File: src/rtl/pipe_stage_chain_if.sv
// Bundle of the pipe_stage_chain datapath/handshake signals.
//   master : producer/controller side (drives in_data, in_valid, stall, flush;
//            observes in_ready and all stage state)
//   slave  : the chain itself (the reverse directions)
interface pipe_stage_chain_if #(
    parameter int unsigned WIDTH = 32,
    parameter int unsigned DEPTH = 4
);
    logic [WIDTH-1:0]             in_data;
    logic                         in_valid;
    logic                         in_ready;
    logic [DEPTH-1:0]             stall;
    logic [DEPTH-1:0]             flush;
    logic [DEPTH-1:0]             stage_valid;
    logic [DEPTH*WIDTH-1:0]       stage_data;
    logic [WIDTH-1:0]             out_data;
    logic                         out_valid;
    logic [$clog2(DEPTH+1)-1:0]   valid_count;

    modport master (
        output in_data, in_valid, stall, flush,
        input  in_ready, stage_valid, stage_data, out_data, out_valid, valid_count
    );

    modport slave (
        input  in_data, in_valid, stall, flush,
        output in_ready, stage_valid, stage_data, out_data, out_valid, valid_count
    );
endinterface

File: src/rtl/pipe_stage_chain.sv
// DEPTH-stage chain of WIDTH-bit pipeline registers, each with a valid bit.
// Supports per-stage stall (propagating upstream), bubble insertion below a
// stalled region, per-stage flush and a registered occupancy count.
// Ports:
//   clk  - clock, all state updates on rising edge
//   rst  - synchronous active-low reset
//   bus  - pipe_stage_chain_if.slave: in_data/in_valid/in_ready (stage 0
//          input handshake), stall/flush (per stage), stage_valid/stage_data
//          (registered stage state), out_data/out_valid (last stage),
//          valid_count (registered popcount of stage_valid)
module pipe_stage_chain #(
    parameter int unsigned      WIDTH   = 32,
    parameter int unsigned      DEPTH   = 4,
    parameter logic [WIDTH-1:0] RST_VAL = '0
) (
    input logic               clk,
    input logic               rst,
    pipe_stage_chain_if.slave bus
);
    localparam int unsigned CW = $clog2(DEPTH+1);

    logic [DEPTH-1:0] hold;
    logic [DEPTH-1:0] valid_q, valid_d;
    logic [WIDTH-1:0] data_q [DEPTH];
    logic [WIDTH-1:0] data_d [DEPTH];
    logic [CW-1:0]    count_q, count_d;

    // hold[i] = OR of stall[j] for j >= i; done with a shift rather than a
    // chained hold[i+1] reference to keep the net free of self-dependence.
    always_comb begin
        hold = '0;
        for (int unsigned i = 0; i < DEPTH; i++) begin
            hold[i] = |(bus.stall >> i);
        end
    end

    // Per-stage priority: flush > hold > advance (reset handled in the flop).
    always_comb begin
        valid_d = valid_q;
        for (int unsigned i = 0; i < DEPTH; i++) begin
            data_d[i] = data_q[i];
        end

        if (bus.flush[0]) begin
            valid_d[0] = 1'b0;
            data_d[0]  = RST_VAL;
        end else if (!hold[0]) begin
            valid_d[0] = bus.in_valid;
            data_d[0]  = bus.in_valid ? bus.in_data : RST_VAL;
        end

        for (int unsigned i = 1; i < DEPTH; i++) begin
            if (bus.flush[i]) begin
                valid_d[i] = 1'b0;
                data_d[i]  = RST_VAL;
            end else if (hold[i]) begin
                valid_d[i] = valid_q[i];
                data_d[i]  = data_q[i];
            end else if (hold[i-1]) begin
                // Upstream neighbour is frozen: fill the gap with a bubble.
                valid_d[i] = 1'b0;
                data_d[i]  = RST_VAL;
            end else begin
                valid_d[i] = valid_q[i-1];
                data_d[i]  = data_q[i-1];
            end
        end
    end

    always_comb begin
        count_d = '0;
        for (int unsigned i = 0; i < DEPTH; i++) begin
            count_d = count_d + CW'(valid_d[i]);
        end
    end

    always_ff @(posedge clk) begin
        if (!rst) begin
            valid_q <= '0;
            count_q <= '0;
            for (int unsigned i = 0; i < DEPTH; i++) begin
                data_q[i] <= RST_VAL;
            end
        end else begin
            valid_q <= valid_d;
            count_q <= count_d;
            for (int unsigned i = 0; i < DEPTH; i++) begin
                data_q[i] <= data_d[i];
            end
        end
    end

    always_comb begin
        bus.stage_data = '0;
        for (int unsigned i = 0; i < DEPTH; i++) begin
            bus.stage_data[i*WIDTH +: WIDTH] = data_q[i];
        end
    end

    assign bus.in_ready    = ~hold[0];
    assign bus.stage_valid = valid_q;
    assign bus.out_data    = data_q[DEPTH-1];
    assign bus.out_valid   = valid_q[DEPTH-1];
    assign bus.valid_count = count_q;
endmodule

File: src/flat_wrapper.sv
// flat-port wrapper written by rule: the top's interface ports become plain ports
module pipe_stage_chain_flat 
#(
    parameter int unsigned      WIDTH   = 32,
    parameter int unsigned      DEPTH   = 4,
    parameter logic [WIDTH-1:0] RST_VAL = '0
)
  (clk, rst, bus_in_data, bus_in_valid, bus_stall, bus_flush, bus_in_ready, bus_stage_valid, bus_stage_data, bus_out_data, bus_out_valid, bus_valid_count);
  pipe_stage_chain_if #(.WIDTH(WIDTH), .DEPTH(DEPTH)) bus_i ();
  input logic clk;
  input logic rst;
  input wire logic [$bits(bus_i.in_data)-1:0] bus_in_data;
  input wire logic [$bits(bus_i.in_valid)-1:0] bus_in_valid;
  input wire logic [$bits(bus_i.stall)-1:0] bus_stall;
  input wire logic [$bits(bus_i.flush)-1:0] bus_flush;
  output wire logic [$bits(bus_i.in_ready)-1:0] bus_in_ready;
  output wire logic [$bits(bus_i.stage_valid)-1:0] bus_stage_valid;
  output wire logic [$bits(bus_i.stage_data)-1:0] bus_stage_data;
  output wire logic [$bits(bus_i.out_data)-1:0] bus_out_data;
  output wire logic [$bits(bus_i.out_valid)-1:0] bus_out_valid;
  output wire logic [$bits(bus_i.valid_count)-1:0] bus_valid_count;
  assign bus_i.in_data = bus_in_data;
  assign bus_i.in_valid = bus_in_valid;
  assign bus_i.stall = bus_stall;
  assign bus_i.flush = bus_flush;
  assign bus_in_ready = bus_i.in_ready;
  assign bus_stage_valid = bus_i.stage_valid;
  assign bus_stage_data = bus_i.stage_data;
  assign bus_out_data = bus_i.out_data;
  assign bus_out_valid = bus_i.out_valid;
  assign bus_valid_count = bus_i.valid_count;
  pipe_stage_chain #(.WIDTH(WIDTH), .DEPTH(DEPTH), .RST_VAL(RST_VAL)) u_core (.clk(clk), .rst(rst), .bus(bus_i));
endmodule
File: config.mk
export PLATFORM = sky130hd
export DESIGN_NAME = pipe_stage_chain_flat
export DESIGN_NICKNAME = d
export VERILOG_FILES = /design/src/rtl/pipe_stage_chain_if.sv /design/src/rtl/pipe_stage_chain.sv /design/src/flat_wrapper.sv
export SDC_FILE = /design/constraint.sdc
export NUM_CORES = 1
export LEC_CHECK = 0
export BUFFER_PORTS_ARGS = -buffer_cell sky130_fd_sc_hd__buf_2
export CORE_AREA = 2 2 151 153
export CTS_BUF_LIST = sky130_fd_sc_hd__clkbuf_4
export DETAILED_ROUTE_END_ITERATION = 8
export DIE_AREA = 0 0 153 155
export PLACE_DENSITY = 0.63
export SLEW_MARGIN = 20
export SYNTH_ARGS = -nofsm -noshare
export SYNTH_HDL_FRONTEND = slang
export SYNTH_SLANG_ARGS = --single-unit
File: constraint.sdc
create_clock -name clk -period 2.25 [get_ports clk]
set_input_delay 0 -clock clk [delete_from_list [all_inputs] [get_ports clk]]
set_output_delay 0 -clock clk [all_outputs]
set_load 0.02 [all_outputs]
==> summary.txt <==
Fill cells -> 2212
CTS Hold Bufs -> 58
Crit path max-delay cell type -> dlygate4sd3_1
Least-Margin Pin Slew -> 611.6 ps
Syn_area_per_cell -> 9.865 um^2
Most frequent cells in the layout -> buf_2 (209), dfxtp_1 (135), mux2i_1 (68)
Worst skew pair latency -> 560 ps
Slowest stage delay, CP -> 600 ps
Row count -> 55
Final hold vios -> 0
Root buffer cell -> clkbuf_4
Met2 WL -> 7.833 mm
1st-pass router iterations -> 4
Most common cell type on the critical path -> dlygate4sd3_1
Final Core Density -> 37.64%
GPL Wtd Cong -> 0.7532
Min-Delay Path Class -> in -> reg
Ratio of final minimum period to clock period -> 94.30%
Vias/cell -> 4.792
Post-CTS Resized -> 0
Worst path required time -> 2750 ps
Chip width -> 153 um
Die height -> 155 um
Crit-path cells -> dlygate4sd3_1, buf_2, nor4_2, buf_4, mux2i_1, dlygate4sd3_1
Nets -> 900
CP Capture Type -> register
Crit-path max FO -> 34
Number of global-route vias before repair -> 5062
Post-CTS Setup Bufs -> 0
All-layer global routing usage -> 15.44%
Final Routed Wirelength -> 18.88 mm
Clock slew at reported path FFs -> 130 ps
Power density over cell area -> 547.9 nW/um^2
Met3 WL -> 772 um
CTS tree -> built
CP Launch Type -> input port
Post-DP HPWL -> 12.57 mm
P&R area growth vs syn -> 27.54%
Post-Syn Area -> 6560 um^2
Top Metal Used -> met4
Syn Nets -> 711
First-pass GRT wire length -> 29.18 mm
Routed vias -> 5525
RSZ-0062 raised after global routing -> false
Port-buffer cells -> 211
Layout cells sized above 1 -> 29.99%
Drt first-iter violations -> 424
Achievable frequency -> 471.3 MHz
# Max-Cap Violations -> 0
Clock Path Buffers -> 2
IO Count -> 212
Initial antenna violation count -> 2
Grt ovf -> 0
CTS buffer count -> 17
DR WL/cell -> 16.37 um
Rel. slew slack -> 59.23%
Final worst path period need -> 2122 ps
Setup TNS Final -> 0 ps
Seq cells post-synth -> 135
Clock skew -> 19.00 ps
Buf/Inv on CP -> 4
Starting density of the core -> 29.51%
Max Slew Vio Count -> 0
Top cell family by delay on the critical path -> buffers and inverters
Critical path arrival -> 2620 ps
WS Path Type -> in -> reg
Run status -> completed
Synth unique cells -> 28
Clk sink count -> 135
Largest net degree at the start of global routing -> 69
Most common cell after layout, fill and taps aside -> buf_2
DR DRC count -> 0
Area of the multi-input gates -> 3219 um^2
Post-synthesis cell count -> 665
Lkg Pwr -> 3.214 nW
Final setup fails -> 0
Register area -> 2703 um^2
M1 WL -> 9.711 mm
Core area -> 22230 um^2
H-Tree Depth -> 4
Antenna viol nets, final -> 0
Die ar. -> 23720 um^2
Synth warnings -> 0
Peak supply drop -> 0.2219 mV
Register area share after synthesis -> 41.20%
-- flip-flops by register name, indices dropped and copies added (netlist names) --
register / count
u_core.data_q: 128
u_core.bus.stage_valid: 4
u_core.bus.valid_count: 3
-- report_power, final --
| group | internal (mW) | leakage, nW | switching [mW] | total (mW) |
|---|---|---|---|---|
| sequential | 2.39 | 1.09 | 0.00266 | 2.39 |
| clock | 0.864 | 0.154 | 0.938 | 1.80 |
| combinational | 0.168 | 1.97 | 0.220 | 0.388 |
-- synth_stat cells (all sizes together) --
library cell    n  area share, %
or4b           33            5.1
nor4            1          0.095
a21oi          66            5.0
or3b           34            4.5
a21o            2           0.23
buf            59            6.6
o21ai          33            2.5
clkbuf         55            3.2
nand2          33            1.9
nor2b           1          0.095
mux2i          68             10
nand4b         32            4.3
ha              2           0.38
dfxtp         135             41
nand2b          5           0.48
nand3b         67            7.7
fa              1           0.31
or4bb           4           0.69
nand4bb        29            5.0
and2            2           0.19
inv             2           0.11
nor3            1          0.076
-- per-layer routing --
layer | track usage (%) | up-vias
met5 | 0 | -
met4 | 6.922 | 0
met3 | 3.315 | 30
met2 | 21.57 | 165
met1 | 22.62 | 2550
li1 | - | 2780
-- worst paths after layout --
kind / cells past startpoint / start / slack [ps] / to
setup / recovery: 6 / bus_stall[2] / 130 / u_core.data_q[0][7]
hold / removal: 4 / bus_in_valid / 80 / u_core.data_q[0][15]
setup reg to reg: 8 / u_core.bus.stage_valid[0] / 140 / u_core.bus.valid_count[1]
hold reg to reg: 2 / u_core.data_q[3][27] / 480 / u_core.data_q[3][27]
-- final cells by class --
class,count,share of cell area [%]
multi-input cells,414,38.48
diodes,1,0.02991
inverters,2,0.08973
well taps,285,4.262
clock inverters,15,2.198
clock buffers,17,1.525
flip-flops and latches,135,32.30
repair buffers,284,21.12
-- logic make-up after synthesis --
kind of cell             Yosys count  synth area share [%]
AND/OR/NAND/NOR                  242                 30.06
AO/OA/AOI/OAI                    101                 7.782
adder cells (fa/ha/maj)            3                0.6866
flip-flops                       135                 41.20
multiplexers                      68                 10.38
buffers and inverters            116                 9.899
-- worst register-to-register path: stages, from the launching register on --
cell     delay [ps]
dfxtp_1         400
or3b_2          450
mux2i_1         150
ha_1            140
inv_1            50
fa_1            390
inv_1            70
ha_1            220
and2_1          150
-- through the flow --
stage | total power [mW] | worst slack (ps) | hold slack [ps] | cells | area (um^2)
6_report | 4.585 | 128.2 | 83.35 | 1153 | 8367
5_1_grt | 4.804 | 69.78 | 34.25 | 1153 | 8367
2_1_floorplan | 2.685 | 144.4 | 170.8 | 665 | 6560
3_5_place_dp | 2.777 | 151.2 | 291.0 | 1062 | 7472
3_3_place_gp | 2.777 | 207.6 | 282.8 | 1062 | 7472
4_1_cts | 4.651 | 141.3 | 13.24 | 1152 | 8364
No activity file was read; power rests on OpenSTA's default activity.
